**config.mk**
```make
export PLATFORM = sky130hd
export DESIGN_NAME = ysyx_22040759_rd_sched
export DESIGN_NICKNAME = d
export VERILOG_FILES = /design/src/rtl/ysyx_22040759_rd_sched.sv
export SDC_FILE = /design/constraint.sdc
export NUM_CORES = 1
export LEC_CHECK = 0
export CAP_MARGIN = 10
export CORE_AREA = 2 2 130 132
export DETAILED_ROUTE_END_ITERATION = 8
export DIE_AREA = 0 0 132 134
export PLACE_DENSITY = 0.86
export SYNTH_ARGS = -nofsm -noshare
export SYNTH_HDL_FRONTEND = slang
export SYNTH_SLANG_ARGS = --single-unit
```
**constraint.sdc**
```tcl
create_clock -name clk -period 3.2 [get_ports clk]
set_input_delay 0.64 -clock clk [delete_from_list [all_inputs] [get_ports clk]]
set_output_delay 0.64 -clock clk [all_outputs]
set_load 0.03 [all_outputs]
```
**src/rtl/ysyx_22040759_rd_sched.sv**
```systemverilog
`default_nettype none
// ============================================================================
// Module  : ysyx_22040759_rd_sched
// Brief   : Arbitrates icache fetches and mem loads onto one read engine,
//           with a write-hazard block for loads and starvation relief for fetches.
// Revision: 1.0 - initial release
// ============================================================================
module ysyx_22040759_rd_sched #(
  parameter int AXI_ADDR_WIDTH = 32,
  parameter int STARVE_LIMIT   = 4
) (
  input  logic                      clk,
  input  logic                      rst,
  input  logic                      icache_addr_valid_i,
  input  logic [AXI_ADDR_WIDTH-1:0] icache_rd_addr_i,
  output logic                      icache_data_valid_o,
  output logic [63:0]               icache_data_o,
  input  logic                      mem_rd_addr_valid_i,
  input  logic [AXI_ADDR_WIDTH-1:0] mem_rd_addr_i,
  input  logic [2:0]                mem_rd_size_i,
  output logic                      mem_rd_data_valid_o,
  output logic [63:0]               mem_rd_data_o,
  input  logic                      wr_pending_i,
  input  logic [AXI_ADDR_WIDTH-1:0] wr_pending_addr_i,
  output logic                      rd_addr_valid_o,
  output logic [AXI_ADDR_WIDTH-1:0] rd_addr_o,
  output logic [2:0]                rd_size_o,
  input  logic                      rd_data_valid_i,
  input  logic [63:0]               rd_data_i
);

  typedef enum logic [1:0] {
    S_IDLE   = 2'd0,
    S_BUSY_I = 2'd1,
    S_BUSY_M = 2'd2,
    S_RESP   = 2'd3
  } state_t;

  localparam logic [2:0] C_ICACHE_SIZE  = 3'b011;
  localparam logic [3:0] C_STARVE_LIMIT = 4'(STARVE_LIMIT);

  state_t                      r_state;
  state_t                      w_state_nxt;
  logic [3:0]                  r_starve_cnt;
  logic                        r_rd_addr_valid;
  logic [AXI_ADDR_WIDTH-1:0]   r_rd_addr;
  logic [2:0]                  r_rd_size;
  logic                        r_icache_data_valid;
  logic [63:0]                 r_icache_data;
  logic                        r_mem_data_valid;
  logic [63:0]                 r_mem_data;

  logic w_mem_hazard;
  logic w_mem_elig;
  logic w_ic_elig;
  logic w_grant_i;
  logic w_grant_m;
  logic w_rd_done;
  logic w_unused;

  // Loads may not overtake a pending write to the same 8-byte beat.
  assign w_mem_hazard = wr_pending_i &&
                        (wr_pending_addr_i[AXI_ADDR_WIDTH-1:3] == mem_rd_addr_i[AXI_ADDR_WIDTH-1:3]);
  assign w_mem_elig   = mem_rd_addr_valid_i && !w_mem_hazard;
  assign w_ic_elig    = icache_addr_valid_i;
  assign w_unused     = ^wr_pending_addr_i[2:0];

  always_ff @(posedge clk) begin
    if (rst) begin
      r_state <= S_IDLE;
    end else begin
      r_state <= w_state_nxt;
    end
  end

  always_comb begin
    w_state_nxt = r_state;
    w_grant_i   = 1'b0;
    w_grant_m   = 1'b0;
    w_rd_done   = 1'b0;
    case (r_state)
      S_IDLE: begin
        if (w_ic_elig && (r_starve_cnt >= C_STARVE_LIMIT)) begin
          w_grant_i   = 1'b1;
          w_state_nxt = S_BUSY_I;
        end else if (w_mem_elig) begin
          w_grant_m   = 1'b1;
          w_state_nxt = S_BUSY_M;
        end else if (w_ic_elig) begin
          w_grant_i   = 1'b1;
          w_state_nxt = S_BUSY_I;
        end
      end
      S_BUSY_I, S_BUSY_M: begin
        if (rd_data_valid_i) begin
          w_rd_done   = 1'b1;
          w_state_nxt = S_RESP;
        end
      end
      S_RESP: begin
        w_state_nxt = S_IDLE;
      end
      default: begin
        w_state_nxt = S_IDLE;
      end
    endcase
  end

  always_ff @(posedge clk) begin
    if (rst) begin
      r_starve_cnt        <= 4'd0;
      r_rd_addr_valid     <= 1'b0;
      r_rd_addr           <= '0;
      r_rd_size           <= 3'd0;
      r_icache_data_valid <= 1'b0;
      r_icache_data       <= 64'd0;
      r_mem_data_valid    <= 1'b0;
      r_mem_data          <= 64'd0;
    end else begin
      r_icache_data_valid <= 1'b0;
      r_mem_data_valid    <= 1'b0;

      if (w_grant_i) begin
        r_rd_addr_valid <= 1'b1;
        r_rd_addr       <= icache_rd_addr_i;
        r_rd_size       <= C_ICACHE_SIZE;
        r_starve_cnt    <= 4'd0;
      end else if (w_grant_m) begin
        r_rd_addr_valid <= 1'b1;
        r_rd_addr       <= mem_rd_addr_i;
        r_rd_size       <= mem_rd_size_i;
        // Only loads that overtake a waiting fetch count toward starvation.
        if (!icache_addr_valid_i) begin
          r_starve_cnt <= 4'd0;
        end else if (r_starve_cnt < C_STARVE_LIMIT) begin
          r_starve_cnt <= r_starve_cnt + 4'd1;
        end
      end

      if (w_rd_done) begin
        r_rd_addr_valid <= 1'b0;
        if (r_state == S_BUSY_I) begin
          r_icache_data_valid <= 1'b1;
          r_icache_data       <= rd_data_i;
        end else begin
          r_mem_data_valid <= 1'b1;
          r_mem_data       <= rd_data_i;
        end
      end
    end
  end

  assign rd_addr_valid_o     = r_rd_addr_valid;
  assign rd_addr_o           = r_rd_addr;
  assign rd_size_o           = r_rd_size;
  assign icache_data_valid_o = r_icache_data_valid;
  assign icache_data_o       = r_icache_data;
  assign mem_rd_data_valid_o = r_mem_data_valid;
  assign mem_rd_data_o       = r_mem_data;

endmodule
`default_nettype wire
```
==> flow_summary.toml <==
[run_status]
outcome = "completed"

[layout]
num-fill-cells = 1318
finalNetCount = 1253
layout_common_cells = "clkdlybuf4s50_1, nand2_1, dfxtp_1, a21oi_1"
stdcell_count = 1314
n_antenna_cell = 0
layout-drive-gt1-share_pct = 5.03
area_delta_synth_final_pct = 63.6
final_common_cell = "clkdlybuf4s50_1"

[floorplan]
rows = 47
pin_count = 335
fp.dieW_um = 132
core_mm2 = 0.0163
die_area_mm2 = 0.0177
initial_utilization_pct = 40.1
die_h_um = 134

[place]
gp_congestion = 0.850
dpl.cell_count = 1282
dpl.hpwl_mm = 15.1
port_buffers = 331
place_ws_ns = 0.198

[sta]
max-slew-margin-rel_pct = 48.4
max_freq_mhz = 392
setup_ws_ns = 0.650
fin_setup_tns_ns = 0
final.min_clock_period_ns = 2.55
slew_viol_final = 0
hold_slack_ns = 0.452
rsz0062_at_grt = "false"
fin_crit_sh_pct = 79.7
tightest_slew_ns = 0.774
finClkSkew_ns = 0.00782
finalHoldViolCount = 0
setup_viol = 0

[clock_network]
cts_hold_buf = 0
htree_levels = 4
cts_setup_buffers = 0
cts_inserted_buffers = 17
clk_latency_ns = 0.42
cts_tree = "yes"
cts_root_buf = "clkbuf_16"
clkTransAtPathRegs_ns = 0.07
cts_resized = 0
clock-sinks = 172
clk_path_buf_depth = 2

[min_path]
hold_class = "reg2reg"

[setup_path]
arrival_ns = 2.86
crit_path_end_kind = "register"
worstSetupPathType = "in2reg"
startpoint_type = "primary input"
cp.required_ns = 3.51
crit_fanout = 32

[grt]
grt_pass1_wl_mm = 33.3
grt_max_degree = 91
antenna_found_initial = 0
grt_pass1_vias = 6396
grt.total_usage_pct = 23.4
overflow = 0

[drt]
firstDrtPassIters = 5
ant_nets = 0
via_per_inst = 5.02
dr.first_iter.drc_count = 306
drc = 0
num_vias = 6602
wl_per_cell_um = 16.1
routed_wl_mm = 21.1

[synth]
ys_top_cells_by_area = "dfxtp_1, nand2_1, a21oi_1"
syn_avg_cell_area_um2 = 8.42
synth.net_count = 947
synth_top_area_share_pct = 52.8
async_flop_share_pct = 0
yosysSeqAreaShare_pct = 52.8
synth_area_mm2 = 0.00653
synth_edf_count = 0
netlist_instances = 775
yosysUniqueCellTypes = 35
synth_ff_type = "dfxtp_1"
synth_top_cell_by_area = "dfxtp_1"
synth-seq-cells = 172
ys_warn_count = 0

[power]
cellPowerDensity_mw_per_mm2 = 719
p_leak_nw = 3.72
vdd_drop_max_uv = 389

[flow_run]
max_cap_violations = 0
==> logic make-up after synthesis <==
logic type,synth area share (%)
flops,52.8
fa+ha+maj,0.575
xor+xnor,4.03
compound gates,17.7
mux,0.460
buf+inv,3.41
simple gates,21.1
==> power breakdown <==
part | internal (mW) | switching [mW] | total (mW) | leakage (nW)
clock network | 1.19 | 0.883 | 2.07 | 0.278
logic | 1.20 | 1.69 | 2.89 | 2.05
registers | 2.52 | 0.195 | 2.72 | 1.40
==> critical path, stage by stage <==
cell and delay, ns:
clkdlybuf4s50_1 0.43, xnor2_1 0.28, nand4_1 0.19, nor4_4 0.47, a211oi_2 0.12, buf_4 0.25, and2_1 0.20, a221o_1 0.26
==> metrics by stage <==
stage | utilization (%) | cell area (um2) | total power [mW]
finish | 65.6 | 10700 | 7.67
CTS | 65.6 | 10700 | 7.75
global route | 65.6 | 10700 | 8.03
floorplan | - | 6530 | 4.36
global placement | 61.9 | 10100 | 5.61
detailed placement | 61.9 | 10100 | 5.66
==> path summary, 6_finish.rpt <==
kind	startpoint	end	slack, ns	cells after the start
worst max-delay path	mem_rd_addr_i[29]	rd_addr_o[4]$_SDFFE_PP0P_	0.65	8
worst min-delay path	icache_data_o[59]$_SDFFE_PP0P_	icache_data_o[59]$_SDFFE_PP0P_	0.45	2
worst max register to register	r_state[0]$_SDFFE_PP0P_	rd_size_o[0]$_SDFFE_PP0P_	1.07	6
worst min register to register	icache_data_o[59]$_SDFFE_PP0P_	icache_data_o[59]$_SDFFE_PP0P_	0.45	2
==> synth_stat cells, drive strengths merged, types with 4 or more instances <==
cell,instances
inv,4
a211oi,4
clkbuf,47
buf,7
a21oi,133
nand4,7
o21ai,5
xnor2,30
nor2,5
dfxtp,172
nand2,263
a221o,32
nor3,4
and2,32
==> flip-flops by register name (all words and copies together) (netlist names) <==
register             flops
icache_data_o           64
icache_data_valid_o      1
mem_rd_data_o           64
mem_rd_data_valid_o      1
r_starve_cnt             4
r_state                  2
rd_addr_o               32
rd_addr_valid_o          1
rd_size_o                3
==> routing by layer <==
metal | global-route usage (%) | part of all wire [%]
met1 | 26.4 | 38
met2 | 40.1 | 50
met3 | 7.18 | 8.0
met4 | 11.9 | 3.8
met5 | 0 | 0
==> layout make-up <==
type / count / area, um2 / share of cell area, %
Sequential cell: 172 / 3440 / 32.2
Clock inverter: 14 / 158 / 1.48
Inverter: 4 / 15.0 / 0.141
Tap cell: 220 / 275 / 2.58
Timing Repair Buffer: 341 / 3460 / 32.4
Clock buffer: 18 / 439 / 4.11
Multi-Input combinational cell: 545 / 2890 / 27.0
(Power assumes the default switching activity.)
